[src/rtl/mem_req_arbiter_if.sv]
// Memory request arbiter bus interface.
//
// Bundles every handshake and data signal that passes between the arbiter and
// its surroundings. The ring slot, the display and auxiliary requesters, the
// DDR address FIFO and the status outputs all live here.
//   slave  : arbiter side. It receives the requests and drives the acks, the
//            FIFO write and the status.
//   master : environment side. It drives the requests and observes the
//            arbiter outputs.
// Clock and reset are not part of the bundle and stay plain module ports.
interface mem_req_arbiter_if #(
  parameter int AW = 26
);
  logic          ringValid;
  logic [AW-1:0] ringAddr;
  logic          ringRead;

  logic          dispReq;
  logic [AW-1:0] dispAddr;
  logic          dispAck;

  logic          auxReq;
  logic [AW-1:0] auxAddr;
  logic          auxRead;
  logic          auxAck;

  logic          inhibit;
  logic          afFull;
  logic          rdRetire;

  logic          afWrite;
  logic [AW-1:0] afAddr;
  logic          afRead;
  logic [1:0]    afSrc;
  logic [5:0]    rif;
  logic          halted;
  logic          overflow;

  modport slave (
    input  ringValid, ringAddr, ringRead,
    input  dispReq, dispAddr,
    input  auxReq, auxAddr, auxRead,
    input  inhibit, afFull, rdRetire,
    output dispAck, auxAck,
    output afWrite, afAddr, afRead, afSrc,
    output rif, halted, overflow
  );

  modport master (
    output ringValid, ringAddr, ringRead,
    output dispReq, dispAddr,
    output auxReq, auxAddr, auxRead,
    output inhibit, afFull, rdRetire,
    input  dispAck, auxAck,
    input  afWrite, afAddr, afRead, afSrc,
    input  rif, halted, overflow
  );
endinterface

[src/rtl/mem_req_arbiter.sv]
// Memory request arbiter.
//
// This block merges three address sources into the DDR address FIFO.
// - The ring slot cannot be stalled. It is always issued.
// - The display controller and the auxiliary requester share the remaining
//   cycles in round-robin order.
// - The arbiter counts reads in flight (rif). When the count is too high, it
//   stops granting local reads.
// - The inhibit input drains the arbiter and then halts it.
// A grant in cycle N acks the requester in cycle N. The registered FIFO write
// (afWrite/afAddr/afRead/afSrc) follows in cycle N+1.
//
// Ports:
//   clock  : system clock, rising edge
//   reset  : synchronous, active-high reset
//   arbBus : mem_req_arbiter_if.slave. It carries the ring, display, aux,
//            inhibit, FIFO and status signals.
module mem_req_arbiter #(
  parameter int MAX_RIF = 32,
  parameter int AW      = 26
) (
  input  logic               clock,
  input  logic               reset,
  mem_req_arbiter_if.slave   arbBus
);

  typedef enum logic [1:0] {
    RUN   = 2'd0,
    DRAIN = 2'd1,
    HALT  = 2'd2
  } state_e;

  localparam logic [6:0] MAX_RIF_W = 7'(MAX_RIF);
  localparam logic [1:0] SRC_RING  = 2'd0;
  localparam logic [1:0] SRC_DISP  = 2'd1;
  localparam logic [1:0] SRC_AUX   = 2'd2;

  state_e        state_q, state_d;
  logic          afWrite_q, afWrite_d;
  logic [AW-1:0] afAddr_q, afAddr_d;
  logic          afRead_q, afRead_d;
  logic [1:0]    afSrc_q, afSrc_d;
  logic [5:0]    rif_q, rif_d;
  logic          overflow_q, overflow_d;
  // Round-robin pointer: 0 favours display, 1 favours aux.
  logic          rrPtr_q, rrPtr_d;

  logic          issueRead;
  logic [6:0]    rifPlusPending;
  logic          readRoom;
  logic          localOk;
  logic          dispElig, auxElig;
  logic          grantRing, grantDisp, grantAux;

  // Grant selection.
  // A read sits on the FIFO output for one cycle before rif counts it. That
  // read is added as pendingIssue so the limit is never overshot. Every grant
  // is suppressed while reset is high, so no stale write can appear after
  // reset.
  always_comb begin
    issueRead      = afWrite_q & afRead_q;
    rifPlusPending = {1'b0, rif_q} + {6'd0, issueRead};
    readRoom       = (rifPlusPending < MAX_RIF_W);
    localOk        = !reset && !arbBus.ringValid && !arbBus.afFull && (state_q == RUN);
    dispElig       = localOk && arbBus.dispReq && readRoom;
    auxElig        = localOk && arbBus.auxReq && (!arbBus.auxRead || readRoom);
    grantRing      = !reset && arbBus.ringValid;
    grantDisp      = dispElig && (!auxElig || !rrPtr_q);
    grantAux       = auxElig && (!dispElig || rrPtr_q);
  end

  // Next FIFO entry and round-robin pointer.
  // When nothing is granted, afAddr, afRead and afSrc keep their last values.
  always_comb begin
    afWrite_d = grantRing | grantDisp | grantAux;
    afAddr_d  = afAddr_q;
    afRead_d  = afRead_q;
    afSrc_d   = afSrc_q;
    rrPtr_d   = rrPtr_q;
    if (grantRing) begin
      afAddr_d = arbBus.ringAddr;
      afRead_d = arbBus.ringRead;
      afSrc_d  = SRC_RING;
    end else if (grantDisp) begin
      afAddr_d = arbBus.dispAddr;
      afRead_d = 1'b1;
      afSrc_d  = SRC_DISP;
      rrPtr_d  = 1'b1;
    end else if (grantAux) begin
      afAddr_d = arbBus.auxAddr;
      afRead_d = arbBus.auxRead;
      afSrc_d  = SRC_AUX;
      rrPtr_d  = 1'b0;
    end
  end

  // Reads-in-flight counter.
  // The counter changes when a read is on the FIFO output or when a read
  // retires. An increment and a decrement in the same cycle cancel out.
  // A move past 63 or below 0 leaves the count unchanged and sets the sticky
  // overflow flag instead.
  always_comb begin
    rif_d      = rif_q;
    overflow_d = overflow_q;
    if (issueRead && !arbBus.rdRetire) begin
      if (rif_q == 6'd63) begin
        overflow_d = 1'b1;
      end else begin
        rif_d = rif_q + 6'd1;
      end
    end else if (!issueRead && arbBus.rdRetire) begin
      if (rif_q == 6'd0) begin
        overflow_d = 1'b1;
      end else begin
        rif_d = rif_q - 6'd1;
      end
    end
  end

  // Drain/halt state machine.
  // DRAIN waits for rif to reach zero and for the FIFO output to go idle
  // before it enters HALT. Clearing inhibit always returns to RUN.
  always_comb begin
    state_d = state_q;
    unique case (state_q)
      RUN: begin
        if (arbBus.inhibit) begin
          state_d = DRAIN;
        end
      end
      DRAIN: begin
        if (!arbBus.inhibit) begin
          state_d = RUN;
        end else if ((rif_q == 6'd0) && !afWrite_q) begin
          state_d = HALT;
        end
      end
      HALT: begin
        if (!arbBus.inhibit) begin
          state_d = RUN;
        end
      end
      default: state_d = RUN;
    endcase
  end

  // State registers with synchronous reset.
  always_ff @(posedge clock) begin
    if (reset) begin
      state_q    <= RUN;
      afWrite_q  <= 1'b0;
      afAddr_q   <= '0;
      afRead_q   <= 1'b0;
      afSrc_q    <= SRC_RING;
      rif_q      <= 6'd0;
      overflow_q <= 1'b0;
      rrPtr_q    <= 1'b0;
    end else begin
      state_q    <= state_d;
      afWrite_q  <= afWrite_d;
      afAddr_q   <= afAddr_d;
      afRead_q   <= afRead_d;
      afSrc_q    <= afSrc_d;
      rif_q      <= rif_d;
      overflow_q <= overflow_d;
      rrPtr_q    <= rrPtr_d;
    end
  end

  assign arbBus.dispAck  = grantDisp;
  assign arbBus.auxAck   = grantAux;
  assign arbBus.afWrite  = afWrite_q;
  assign arbBus.afAddr   = afAddr_q;
  assign arbBus.afRead   = afRead_q;
  assign arbBus.afSrc    = afSrc_q;
  assign arbBus.rif      = rif_q;
  assign arbBus.halted   = (state_q == HALT);
  assign arbBus.overflow = overflow_q;

endmodule

[src/flat_wrapper.sv]
// flat-port wrapper written by rule: the top's interface ports become plain ports
module mem_req_arbiter_flat 
#(
  parameter int MAX_RIF = 32,
  parameter int AW      = 26
)
  (clock, reset, arbBus_ringValid, arbBus_ringAddr, arbBus_ringRead, arbBus_dispReq, arbBus_dispAddr, arbBus_auxReq, arbBus_auxAddr, arbBus_auxRead, arbBus_inhibit, arbBus_afFull, arbBus_rdRetire, arbBus_dispAck, arbBus_auxAck, arbBus_afWrite, arbBus_afAddr, arbBus_afRead, arbBus_afSrc, arbBus_rif, arbBus_halted, arbBus_overflow);
  mem_req_arbiter_if #(.AW(AW)) arbBus_i ();
  input  logic clock;
  input  logic reset;
  input wire logic [$bits(arbBus_i.ringValid)-1:0] arbBus_ringValid;
  input wire logic [$bits(arbBus_i.ringAddr)-1:0] arbBus_ringAddr;
  input wire logic [$bits(arbBus_i.ringRead)-1:0] arbBus_ringRead;
  input wire logic [$bits(arbBus_i.dispReq)-1:0] arbBus_dispReq;
  input wire logic [$bits(arbBus_i.dispAddr)-1:0] arbBus_dispAddr;
  input wire logic [$bits(arbBus_i.auxReq)-1:0] arbBus_auxReq;
  input wire logic [$bits(arbBus_i.auxAddr)-1:0] arbBus_auxAddr;
  input wire logic [$bits(arbBus_i.auxRead)-1:0] arbBus_auxRead;
  input wire logic [$bits(arbBus_i.inhibit)-1:0] arbBus_inhibit;
  input wire logic [$bits(arbBus_i.afFull)-1:0] arbBus_afFull;
  input wire logic [$bits(arbBus_i.rdRetire)-1:0] arbBus_rdRetire;
  output wire logic [$bits(arbBus_i.dispAck)-1:0] arbBus_dispAck;
  output wire logic [$bits(arbBus_i.auxAck)-1:0] arbBus_auxAck;
  output wire logic [$bits(arbBus_i.afWrite)-1:0] arbBus_afWrite;
  output wire logic [$bits(arbBus_i.afAddr)-1:0] arbBus_afAddr;
  output wire logic [$bits(arbBus_i.afRead)-1:0] arbBus_afRead;
  output wire logic [$bits(arbBus_i.afSrc)-1:0] arbBus_afSrc;
  output wire logic [$bits(arbBus_i.rif)-1:0] arbBus_rif;
  output wire logic [$bits(arbBus_i.halted)-1:0] arbBus_halted;
  output wire logic [$bits(arbBus_i.overflow)-1:0] arbBus_overflow;
  assign arbBus_i.ringValid = arbBus_ringValid;
  assign arbBus_i.ringAddr = arbBus_ringAddr;
  assign arbBus_i.ringRead = arbBus_ringRead;
  assign arbBus_i.dispReq = arbBus_dispReq;
  assign arbBus_i.dispAddr = arbBus_dispAddr;
  assign arbBus_i.auxReq = arbBus_auxReq;
  assign arbBus_i.auxAddr = arbBus_auxAddr;
  assign arbBus_i.auxRead = arbBus_auxRead;
  assign arbBus_i.inhibit = arbBus_inhibit;
  assign arbBus_i.afFull = arbBus_afFull;
  assign arbBus_i.rdRetire = arbBus_rdRetire;
  assign arbBus_dispAck = arbBus_i.dispAck;
  assign arbBus_auxAck = arbBus_i.auxAck;
  assign arbBus_afWrite = arbBus_i.afWrite;
  assign arbBus_afAddr = arbBus_i.afAddr;
  assign arbBus_afRead = arbBus_i.afRead;
  assign arbBus_afSrc = arbBus_i.afSrc;
  assign arbBus_rif = arbBus_i.rif;
  assign arbBus_halted = arbBus_i.halted;
  assign arbBus_overflow = arbBus_i.overflow;
  mem_req_arbiter #(.MAX_RIF(MAX_RIF), .AW(AW)) u_core (.clock(clock), .reset(reset), .arbBus(arbBus_i));
endmodule
[config.mk]
export PLATFORM = sky130hd
export DESIGN_NAME = mem_req_arbiter_flat
export DESIGN_NICKNAME = d
export VERILOG_FILES = /design/src/rtl/mem_req_arbiter_if.sv /design/src/rtl/mem_req_arbiter.sv /design/src/flat_wrapper.sv
export SDC_FILE = /design/constraint.sdc
export NUM_CORES = 1
export LEC_CHECK = 0
export CAP_MARGIN = 5
export CELL_PAD_IN_SITES_DETAIL_PLACEMENT = 0
export CELL_PAD_IN_SITES_GLOBAL_PLACEMENT = 1
export CORE_UTILIZATION = 30
export CTS_BUF_LIST = sky130_fd_sc_hd__clkbuf_8
export CTS_CLUSTER_SIZE = 30
export DETAILED_ROUTE_END_ITERATION = 7
export PLACE_DENSITY = 0.95
export SYNTH_ARGS = -nofsm -noshare
export SYNTH_HDL_FRONTEND = slang
export SYNTH_SLANG_ARGS = --single-unit
export TNS_END_PERCENT = 30
[constraint.sdc]
create_clock -name clock -period 4.8 [get_ports clock]
set_input_delay 0.96 -clock clock [delete_from_list [all_inputs] [get_ports clock]]
set_output_delay 0.96 -clock clock [all_outputs]
set_load 0.02 [all_outputs]
---- Word level (Yosys, flattened, before mapping) ----
Cells that the tools add are included.
word-level totals
  register bits after elaboration ......... 40
  input bits .............................. 88
  output and inout port bits .............. 40
  logic and storage cells ................. 87
cells by class
  reduce and logical (&&, ||, !) cells .... 38
  $lt $le $gt $ge ......................... 1
  muxes and demuxes ....................... 23
  eq/ne operators ......................... 9
  $add $sub $neg .......................... 3
  bitwise gates (word level) .............. 4
operators with widths
  operator                                                                 count
  26-bit 2-to-1 mux                                                        3
  6-bit 2-to-1 mux                                                         4
  1-bit logical AND                                                        13
  1-bit 2-to-1 mux                                                         11
  1-bit zero test                                                          10
  3-bit AND reduction                                                      3
  2-bit 2-to-1 mux                                                         4
  2-bit inequality test, second input constant                             4
  6-bit by 1-bit adder with 7-bit output                                   1
  7-bit by 6-bit < comparator with 1-bit output, second input constant     1
  6-bit by 1-bit adder with 6-bit output, second input constant            1
  6-bit == test, second input constant                                     1
  6-bit zero test                                                          1
  2-bit case mux with 3 select lines                                       1
  2-bit nonzero test                                                       3
  6-bit by 1-bit subtractor with 6-bit output, second input constant       1
  1-bit logical OR                                                         3
  3-bit by 2-bit inequality test with 1-bit output, second input constant  1
  3-bit nonzero test                                                       1
  3-bit OR reduction                                                       1
  2-bit by 1-bit == test with 1-bit output, second input constant          1
  2-bit == test, second input constant                                     1
  2-bit zero test                                                          1
  2-bit by 1-bit inequality test with 1-bit output, second input constant  1
  5 further kinds                                                          6

---- Logic depth before layout (Yosys ltp) ----
Gate-level depths: netlist of run 1.
  depth after elaboration ................. 12
  gate-level depth with buffers ........... 10
  depth with buffers taken out ............ 9

---- Worst setup path after synthesis of run 1 ----
Ideal clock, no wire load.
  kind .................................... input to output
  from .................................... in arbBus_ringValid
  to ...................................... out arbBus_dispAck
  slack ................................... 1.469 ns
  data required time ...................... 3.840 ns
  stages on the path ...................... 7
  data arrival time ....................... 2.371 ns
  buffers on the path ..................... 3
  cell sequence ........................... buf_2 nor2_1 nor4b_1 buf_2 nand3_1 clkbuf_1 inv_1
on the way
  longest elaborated chain between the ends .. 9
  elaborated cells on any way between the ends .. 11
  those cells by class .................... reduce/logical: 11
RTL lines
  item                              line                   RTL
  start, declared                   flat_wrapper.sv:11     input wire logic [$bits(arbBus_i.ringValid)-1:0] arbBus_ringValid;
  1-bit zero test *                 mem_req_arbiter.sv:64  localOk = !reset && !arbBus.ringValid && !arbBus.afFull && (state_q == RUN);
  1-bit logical AND * (3 in a row)  mem_req_arbiter.sv:64
  1-bit logical AND (2 in a row)    mem_req_arbiter.sv:66  auxElig = localOk && arbBus.auxReq && (!arbBus.auxRead || readRoom);
  1-bit zero test                   mem_req_arbiter.sv:68  grantDisp = dispElig && (!auxElig || !rrPtr_q);
  1-bit logical OR                  mem_req_arbiter.sv:68
  1-bit logical AND *               mem_req_arbiter.sv:68
  end, declared                     flat_wrapper.sv:22     output wire logic [$bits(arbBus_i.dispAck)-1:0] arbBus_dispAck;
Every way passes the cells marked *; elsewhere a longest branch is shown, timed or not.

---- Worst setup path in the final report of run 1 ----
  from .................................... in reset
  to ...................................... out arbBus_auxAck
on the way
  longest elaborated chain between the ends .. 9
  elaborated cells on any way between the ends .. 11
  those cells by class .................... reduce/logical: 11
RTL lines
  item                              line                   RTL
  start, declared                   flat_wrapper.sv:10     input logic reset;
  1-bit zero test *                 mem_req_arbiter.sv:64
  1-bit logical AND * (3 in a row)  mem_req_arbiter.sv:64
  1-bit logical AND (2 in a row)    mem_req_arbiter.sv:65  dispElig = localOk && arbBus.dispReq && readRoom;
  1-bit zero test                   mem_req_arbiter.sv:69  grantAux = auxElig && (!dispElig || rrPtr_q);
  1-bit logical OR                  mem_req_arbiter.sv:69
  1-bit logical AND *               mem_req_arbiter.sv:69
  end, declared                     flat_wrapper.sv:23     output wire logic [$bits(arbBus_i.auxAck)-1:0] arbBus_auxAck;
Marks and branches as above.

==> results of run 1 <==
sequential cells by signal (all words and copies together) (netlist names):
signal	flops
u_core.arbBus.rif	6
u_core.state_q	2
u_core.arbBus.afWrite	1
u_core.arbBus.afRead	1
u_core.arbBus.afAddr	26
u_core.rrPtr_q	1
u_core.arbBus.afSrc	2
u_core.arbBus.overflow	1
layer usage:
metal	global-route usage	wire length, um
met4	0.0618	67
met1	0.226	3210
met5	0	0
met2	0.304	3670
met3	0.0491	512
cell families (layout without fill, tap and decap cells):
| kind of cell | Yosys count | in the layout | synth area share |
|---|---|---|---|
| DFF | 40 | 40 | 0.343 |
| AOI/OAI and AO/OA | 114 | 114 | 0.394 |
| adders and majority gates | 7 | 7 | 0.0407 |
| buffers and inverters | 44 | 160 | 0.0874 |
| muxes | 6 | 6 | 0.0268 |
| and+or+nand+nor | 43 | 43 | 0.0933 |
| xor gates and xnor gates | 4 | 4 | 0.0150 |
report_power, final:
part	total, mW	internal (mW)	switching, mW
clock network	0.209	0.0940	0.115
logic	0.622	0.331	0.291
registers	0.458	0.388	0.0705
total	1.29	0.812	0.477
Yosys cell counts (2+ instances only):
| cell type | count |
|---|---|
| sky130_fd_sc_hd__dfxtp_1 | 40 |
| sky130_fd_sc_hd__a32o_1 | 25 |
| sky130_fd_sc_hd__nor2_1 | 22 |
| sky130_fd_sc_hd__inv_1 | 21 |
| sky130_fd_sc_hd__o21bai_1 | 21 |
| sky130_fd_sc_hd__a21oi_1 | 19 |
| sky130_fd_sc_hd__o22a_1 | 13 |
| sky130_fd_sc_hd__clkbuf_1 | 11 |
| sky130_fd_sc_hd__a211oi_1 | 9 |
| sky130_fd_sc_hd__a2bb2oi_1 | 7 |
| sky130_fd_sc_hd__buf_2 | 7 |
| sky130_fd_sc_hd__ha_1 | 6 |
| sky130_fd_sc_hd__nand2_1 | 5 |
| sky130_fd_sc_hd__mux2i_1 | 4 |
| sky130_fd_sc_hd__and2_1 | 3 |
| sky130_fd_sc_hd__buf_6 | 3 |
| sky130_fd_sc_hd__a21o_1 | 2 |
| sky130_fd_sc_hd__a31oi_1 | 2 |
| sky130_fd_sc_hd__a41oi_1 | 2 |
| sky130_fd_sc_hd__buf_4 | 2 |
| sky130_fd_sc_hd__mux2_2 | 2 |
| sky130_fd_sc_hd__nand2b_1 | 2 |
| sky130_fd_sc_hd__nand3_1 | 2 |
| sky130_fd_sc_hd__nor3_1 | 2 |
| sky130_fd_sc_hd__o2111a_1 | 2 |
| sky130_fd_sc_hd__o21ai_0 | 2 |
| sky130_fd_sc_hd__o21ai_1 | 2 |
| sky130_fd_sc_hd__xnor2_1 | 2 |
| sky130_fd_sc_hd__xor2_1 | 2 |
final cells by class:
type | instances | area share
multi-input cells | 174 | 0.359
repair buffers | 134 | 0.354
flip-flops and latches | 40 | 0.214
well taps | 99 | 0.0332
inverters | 21 | 0.0211
clock buffers | 5 | 0.0184
worst register-to-register path: stages (launching register included):
cell and delay (ps):
sky130_fd_sc_hd__dfxtp_1 370, sky130_fd_sc_hd__and2_1 250, sky130_fd_sc_hd__ha_1 270, sky130_fd_sc_hd__inv_1 210, sky130_fd_sc_hd__ha_1 350, sky130_fd_sc_hd__a211oi_1 250, sky130_fd_sc_hd__o21bai_1 120, sky130_fd_sc_hd__a21oi_1 320
sky130_fd_sc_hd__mux2_2 380, sky130_fd_sc_hd__a311oi_1 270
placed cells by master (no fill, tap or decap), types with 3 or more instances in the layout:
cell type                         Yosys  layout
sky130_fd_sc_hd__clkdlybuf4s50_1      0     127
sky130_fd_sc_hd__dfxtp_1             40      40
sky130_fd_sc_hd__a32o_1              25      25
sky130_fd_sc_hd__nor2_1              22      22
sky130_fd_sc_hd__inv_1               21      21
sky130_fd_sc_hd__o21bai_1            21      21
sky130_fd_sc_hd__a21oi_1             19      18
sky130_fd_sc_hd__o22a_1              13      13
sky130_fd_sc_hd__a211oi_1             9       9
sky130_fd_sc_hd__a2bb2oi_1            7       7
sky130_fd_sc_hd__buf_4                2       7
sky130_fd_sc_hd__ha_1                 6       6
sky130_fd_sc_hd__nand2_1              5       5
sky130_fd_sc_hd__clkbuf_8             0       5
sky130_fd_sc_hd__mux2i_1              4       4
sky130_fd_sc_hd__and2_1               3       3
metrics by stage:
step	setup WS [ps]	power (mW)	hold slack (ps)	utilization	area [um2]
6_report	698	1.29	466	0.507	3740
5_1_grt	576	1.37	498	0.507	3740
4_1_cts	700	1.29	470	0.507	3740
3_5_place_dp	724	1.08	453	0.498	3670
3_3_place_gp	746	1.06	445	0.498	3670
2_1_floorplan	1470	0.836	423	-	2330
final timing paths:
kind	startpoint	endpoint	slack, ps	depth (start not counted)
max	reset	arbBus_auxAck	700	5
min	u_core.arbBus.afAddr[17]$_SDFFE_PP0P_	u_core.arbBus.afAddr[17]$_SDFFE_PP0P_	470	1
max reg2reg	u_core.arbBus.afRead$_SDFFE_PP0P_	u_core.arbBus.rif[5]$_SDFFE_PP0P_	1930	9
min reg2reg	u_core.arbBus.afAddr[17]$_SDFFE_PP0P_	u_core.arbBus.afAddr[17]$_SDFFE_PP0P_	470	1
==> impl_summary.md, run 1 <==
Outcome
The flow ran to the end, and the final reports show no timing, DRC or antenna violations.

Placed design
The count of buffers added on input and output ports is 127. The HPWL after detailed placement is 5640 um. The final weighted congestion in routability-driven placement is just under 0.8. Once placement completed, the tool counted placed cells totaling around 470.

Floorplan
During I/O placement, the number of pins put on the boundary was 128. From left edge to right edge, the die measures between 90 and 100 um. The die extent in y is about 90 um. The area of the die is 8140 um2. The initial utilization of the core area, before any placement, comes to 0.317.

The area of the placeable core is about 7400 um2. The cell row count is 31.

Setup path
In this design, the largest share of critical-path delay is due to buffers and inverters. The count of buffer and inverter cells on the critical path is 2. At the worst endpoint, the arrival time is 3140 ps.

The slowest stage of the critical path is the sky130_fd_sc_hd__clkdlybuf4s50_1 cell. In this design, the critical path's most frequently occurring cell is sky130_fd_sc_hd__clkdlybuf4s50_1. The maximum net fanout on the critical path is 6. In this design, the stage delay of the slowest critical-path cell is ~670 ps. The required time of the worst setup path is 3840 ps. The critical path goes through clkdlybuf4s50_1 -> nor2_1 -> nor4b_2 -> o2111a_1 -> clkdlybuf4s50_1. The critical setup path kind is in -> out. The type of element capturing the critical path is an output port.

STA classifies the critical path startpoint as an input pin.

Clocking
The clock buffer count from CTS is 5. Counting every sink on the clock net gives 40. The clock-pin slew on the worst setup and hold paths is roughly 70 ps.

Counting along the longest clock path gives a buffer depth of 2. In this run the number of H-tree levels came out at 2. The clock root buffer is sky130_fd_sc_hd__clkbuf_8.

For this design, the CTS-stage hold fixing added 0 buffers. The TritonCTS clock tree is yes. The count of instances resized after the clock tree is built is 0. Clock latency on the worst-skew pair, taken at its later pin, is 290 ps.

After clock tree synthesis, the setup repair step added 0 buffers.

Synthesis
The most frequently used flop master after synthesis is sky130_fd_sc_hd__dfxtp_1. For this run, asynchronously set or reset flops after synthesis account for 0. Of the post-synthesis cell area, the dominant cell type holds 0.343. The netlist area before placement is ~2300 um2. The Yosys step of the flow raised 0 warnings. The largest total area in the synthesized netlist belongs to sky130_fd_sc_hd__dfxtp_1. Synthesis instantiated 45 different standard cells from the library. Synthesis produced a netlist whose cell count is about 260. By area the synthesized netlist is led by sky130_fd_sc_hd__dfxtp_1 34%, sky130_fd_sc_hd__a32o_1 11%, sky130_fd_sc_hd__o21bai_1 6.8%. The average instance in the mapped netlist occupies between 9 and 10 um2. The number of enable-type register cells in the synthesized netlist is 0. The synthesized net count is ~350. The register bit count reported by yosys is 40.

The share of the Yosys chip area taken by registers is 0.343.

Route
For this block, the routed nets add up to about 7500 um of wire. The first detailed-routing pass took 4 iterations. The detailed router placed between 2000 and 3000 vias in this run. The wire length per cell after detailed routing is ~16 um.

The count of nets left with antenna violations once routing finished came out at 0. For this run, design rule violations remaining after detail routing come to 0. In this run, the number of DRC markers left after iteration 0 of detailed routing was about 100. The via count normalized by instance count is roughly 5.3.

GRT
For this run the aggregate overflow at the end of global routing stands at 0. The via count of the first global-routing pass is 2486. The initial antenna violation count was 0. The first global-routing pass estimated 12000 um of wire.

The largest net degree at the start of global routing is 24. The global router's overall resource usage is 0.182.

Timing
The total count of max-transition violations in the final report is 0. Between clock sinks in the finished design, the worst skew comes to approximately 5.2 ps. The aggregate negative setup slack is 0 ps. Timing would allow up to around 240 MHz.

The worst slew slack as a fraction of its limit is 0.390. For the pin with the worst max-slew slack, the measured transition is 915 ps. The final period utilization is 0.854. Setup repair after global routing left no endpoint under its margin. The total of endpoints with negative setup slack in the final report is 0. Subtracting the final worst setup slack from the clock period gives around 4100 ps.

The number of failing hold endpoints at the final stage was 0.

Final layout
The area of the multi-input gates is about 1300 um2. The post-synthesis to final-layout area growth is 60.0%. After filler insertion, the fill cell instance count of the layout stands at between 600 and 700. The finished layout holds ~470 standard cells, fillers aside. The sequential standard cell area is 801 um2.

The number of antenna diodes in the final layout is 0. At the end of the flow, the number of nets in the layout was between 400 and 500. In the final layout, the share of cells above drive strength 1 is 0.0481.

Pwr
The leakage power is 1.45 nW. For this design the ratio of total power to cell area is approximately 340 nW/um2. The maximum resistive drop on vdd is between 0.15 and 0.2 mV.

Flow run
The number of violations of the max-capacitance limit is 0.

Min path
In this run the worst hold path is classified as reg -> reg.
(Power assumes the default switching activity.)
==> run 2: changes to the inputs <==
--- a/config.mk
+++ b/config.mk
@@ -8,11 +8,11 @@
 export CAP_MARGIN = 5
 export CELL_PAD_IN_SITES_DETAIL_PLACEMENT = 0
 export CELL_PAD_IN_SITES_GLOBAL_PLACEMENT = 1
-export CORE_UTILIZATION = 30
+export CORE_UTILIZATION = 28
 export CTS_BUF_LIST = sky130_fd_sc_hd__clkbuf_8
 export CTS_CLUSTER_SIZE = 30
 export DETAILED_ROUTE_END_ITERATION = 7
-export PLACE_DENSITY = 0.95
+export PLACE_DENSITY = 0.92
 export SYNTH_ARGS = -nofsm -noshare
 export SYNTH_HDL_FRONTEND = slang
 export SYNTH_SLANG_ARGS = --single-unit
==> constraint.sdc (replaced) <==
create_clock -name clock -period 3.87 [get_ports clock]
set_input_delay 0.774 -clock clock [delete_from_list [all_inputs] [get_ports clock]]
set_output_delay 0.774 -clock clock [all_outputs]
set_load 0.02 [all_outputs]
==> run 2 against run 1 <==
Effect of this change:
- die area grew 7.0%
- sequential share of layout area down 0.24 points
- non-clock buffer count up 4
- largest power group unchanged
- utilization shrank 2.8 points
- combinational power up 23%
- global-route usage shrank 0.56 points
- clock-buffer cell count unchanged
- final cell count rose by 1.9%
- worst setup slack worse by 320 ps
==> impl_summary.md, run 2 (synthesized netlist as in run 1, its figures left out) <==
Pwr
The clock network fraction of design power came to 0.165 (was 0.162). The switching part of the total power is 0.365 (was 0.370). The internal power contribution came to 1.01 mW (was 0.812 mW). The leakage power is 1.48 nW (was 1.45 nW). The net switching power was 0.582 mW (was 0.477 mW). The maximum resistive drop on vdd is 0.216 mV (was 0.183 mV). The sequential group share of total power is 0.355 (about the same). The proportion of power drawn by combinational gates is 0.480 (was 0.482).

The overall power of the completed layout is 1.60 mW (was 1.29 mW). The power per unit of standard cell area is 423 nW/um2 (was 345 nW/um2).

Timing
After layout, the minimum clock period comes to about 3500 ps. The total count of max-transition violations in the final report was 0 (unchanged). The aggregate negative setup slack was 0 ps (unchanged). The post-layout worst setup margin is 383 ps (was 698 ps). The actual slew at the worst max-slew pin is 1030 ps (was 915 ps). The worst slew slack as a fraction of its limit was 0.314 (was 0.390).

The number of failing hold endpoints at the final stage is 0 (unchanged). The final period utilization is 0.901. The total of endpoints with negative setup slack in the final report is 0 (unchanged). The highest clock frequency the design can meet is 287 MHz. The worst setup skew after layout is 3.93 ps (was 5.22 ps). Setup repair after global routing missed its margin: no (unchanged).

Floorplan
The cell row count is 32 (was 31). The die extent in y was 93.3 um (was 90.2 um). The area of the placeable core is 7890 um2 (was 7370 um2). The area of the die is 8710 um2 (was 8140 um2). The floorplan die width came to 93.3 um (was 90.2 um).

The initial standard-cell utilization of the core is 0.296 (was 0.317). The number of placed I/O pins is 128 (unchanged).

Route
The total via count after detailed routing is 2463 (was 2510). The number of remaining DRC errors came to 0 (unchanged). The first-pass iteration count of the detailed router is 5 (was 4).

The via count normalized by instance count is 5.11 (was 5.31). The final wirelength is 7600 um (was 7460 um). The wire length per cell after detailed routing is 15.8 um (about the same).

The initial detailed-routing violation count came to 97 (was 103). The number of antenna-violating nets in the routed design is 0 (unchanged).

Setup path
The critical setup path kind is in -> out (unchanged). The signal arrival time at the worst endpoint is 2710 ps (was 3140 ps). The delay of the slowest critical-path stage is 620 ps (was 670 ps). The library cell contributing the largest single delay on the critical path is sky130_fd_sc_hd__clkdlybuf4s50_1 (unchanged). The element type at the critical path start is an input pin (unchanged).

Critical path, cell by cell: clkdlybuf4s50_1 -> nor2_1 -> nor4b_2 -> o2111a_1 -> clkdlybuf4s50_1 (unchanged). The most common cell type on the critical path is sky130_fd_sc_hd__clkdlybuf4s50_1 (unchanged). The required time of the worst setup path is 3100 ps (was 3840 ps).

The type of element capturing the critical path was an output port (unchanged). The maximum net fanout on the critical path is 3 (was 6).

Final layout
The final standard cell area without fillers came to 3780 um2 (was 3740 um2). The final design utilization is 0.479 (was 0.507). Most used cells in the layout excluding fill and tap cells: 127 x sky130_fd_sc_hd__clkdlybuf4s50_1, 40 x sky130_fd_sc_hd__dfxtp_1, 25 x sky130_fd_sc_hd__a32o_1 (unchanged). The number of flip-flops under the largest register name came to 26 (unchanged). The share of final-layout standard cells stronger than drive strength 1 was 0.0605 (was 0.0481).

The number of nets at the end of the flow is 475 (was 471). The post-synthesis to final-layout area growth is 61.8% (was 60.0%). The number of inserted diodes came to 0 (unchanged). The number of fillers in the final layout is 741 (was 692).

The most common library cell in the layout ignoring fill and taps was sky130_fd_sc_hd__clkdlybuf4s50_1 (unchanged).

Placed design
The half-perimeter wire length after placement is 5680 um (was 5640 um). The post-place instance area is 3700 um2 (was 3670 um2). The number of input and output port buffers inserted is 127 (unchanged). The final weighted congestion in routability-driven placement is 0.793 (was 0.787). The pre-CTS worst setup slack is 230 ps (was 724 ps).

Clocking
The clock root buffer is sky130_fd_sc_hd__clkbuf_8 (unchanged). The count of instances resized after the clock tree is built is 0 (unchanged). The TritonCTS clock tree was yes (unchanged).

The cts-stage hold buffer count came to 0 (unchanged). The clock latency of the later-clocked register in the worst-skew pair is 290 ps (about the same). The clock sink count was 40 (unchanged). The number of buffers inserted to repair setup after CTS was 0 (unchanged). The clock buffer count from CTS came to 5 (unchanged).

The clock-pin slew on the worst setup and hold paths is 80 ps (was 70 ps). The number of H-tree branching levels is 2 (unchanged). The number of buffers on the longest clock path was 2 (unchanged).

GRT
The global-route wire length before repair was 12100 um (was 12000 um). The largest net degree at the start of global routing is 28 (was 24). The via count of the first global-routing pass is 2457 (was 2486). The overall overflow remaining after global route is 0 (unchanged).

The global router's overall resource usage is 0.177 (was 0.182). The initial antenna violation count came to 0 (unchanged).

Outcome
Run status: completed (unchanged).

Flow run
The number of violations of the max-capacitance limit was 0 (unchanged).

Min path
The class of the tightest hold or removal check was reg -> reg (unchanged).
-- run 2: cell count changes in the layout (fill, tap and decap cells not counted) --
cell	delta
sky130_fd_sc_hd__buf_4	+4
sky130_fd_sc_hd__clkinv_2	+1
sky130_fd_sc_hd__inv_1	+1
-- run 2: cell type report --
| type | count | area, um2 | area share |
|---|---|---|---|
| flip-flops and latches | 40 | 801 | 0.212 |
| clock inverters | 2 | 8.76 | 0.00232 |
| well taps | 102 | 128 | 0.0338 |
| repair buffers | 138 | 1350 | 0.358 |
| multi-input cells | 174 | 1340 | 0.355 |
| inverters | 21 | 78.8 | 0.0209 |
| clock buffers | 5 | 68.8 | 0.0182 |
-- run 2: per-layer routing --
metal | GRT usage | routed length [um] | up-vias | part of all wire
met5 | 0 | 0 | - | 0
met4 | 0.0513 | 104 | 0 | 0.014
met3 | 0.0496 | 609 | 11 | 0.080
met2 | 0.298 | 3650 | 102 | 0.48
met1 | 0.218 | 3230 | 1128 | 0.43
li1 | - | - | 1222 | -
-- run 2: final timing paths --
check                                                           start                               endpoint  slack, ps  cells after the start
worst max register to register      u_core.arbBus.rif[0]$_SDFFE_PP0P_   u_core.arbBus.afAddr[3]$_SDFFE_PP0P_        980                      6
worst min-delay path            u_core.arbBus.afAddr[25]$_SDFFE_PP0P_  u_core.arbBus.afAddr[25]$_SDFFE_PP0P_        470                      1
worst max-delay path                                 arbBus_ringValid                          arbBus_auxAck        380                      5
worst min register to register  u_core.arbBus.afAddr[25]$_SDFFE_PP0P_  u_core.arbBus.afAddr[25]$_SDFFE_PP0P_        470                      1
-- run 2: critical path, delay by kind of cell --
family | cells | cell delay, ps
buffers and inverters | 2 | 1110
AOI/OAI and AO/OA | 1 | 290
and+or+nand+nor | 2 | 530
-- run 2: power by group through the flow --
stage / Clock (mW) / Combinational, mW / Sequential, mW
finish: 0.264 / 0.766 / 0.566
global route: 0.292 / 0.826 / 0.579
CTS: 0.270 / 0.767 / 0.567
detailed placement: 0 / 0.764 / 0.575
global placement: 0 / 0.748 / 0.575
floorplan: 0 / 0.416 / 0.621
-- run 2: metrics by stage --
step / instances / hold WS, ps
floorplan: 258 / 423
global placement: 475 / 449
detailed placement: 475 / 458
CTS: 482 / 477
global route: 482 / 488
finish: 482 / 473
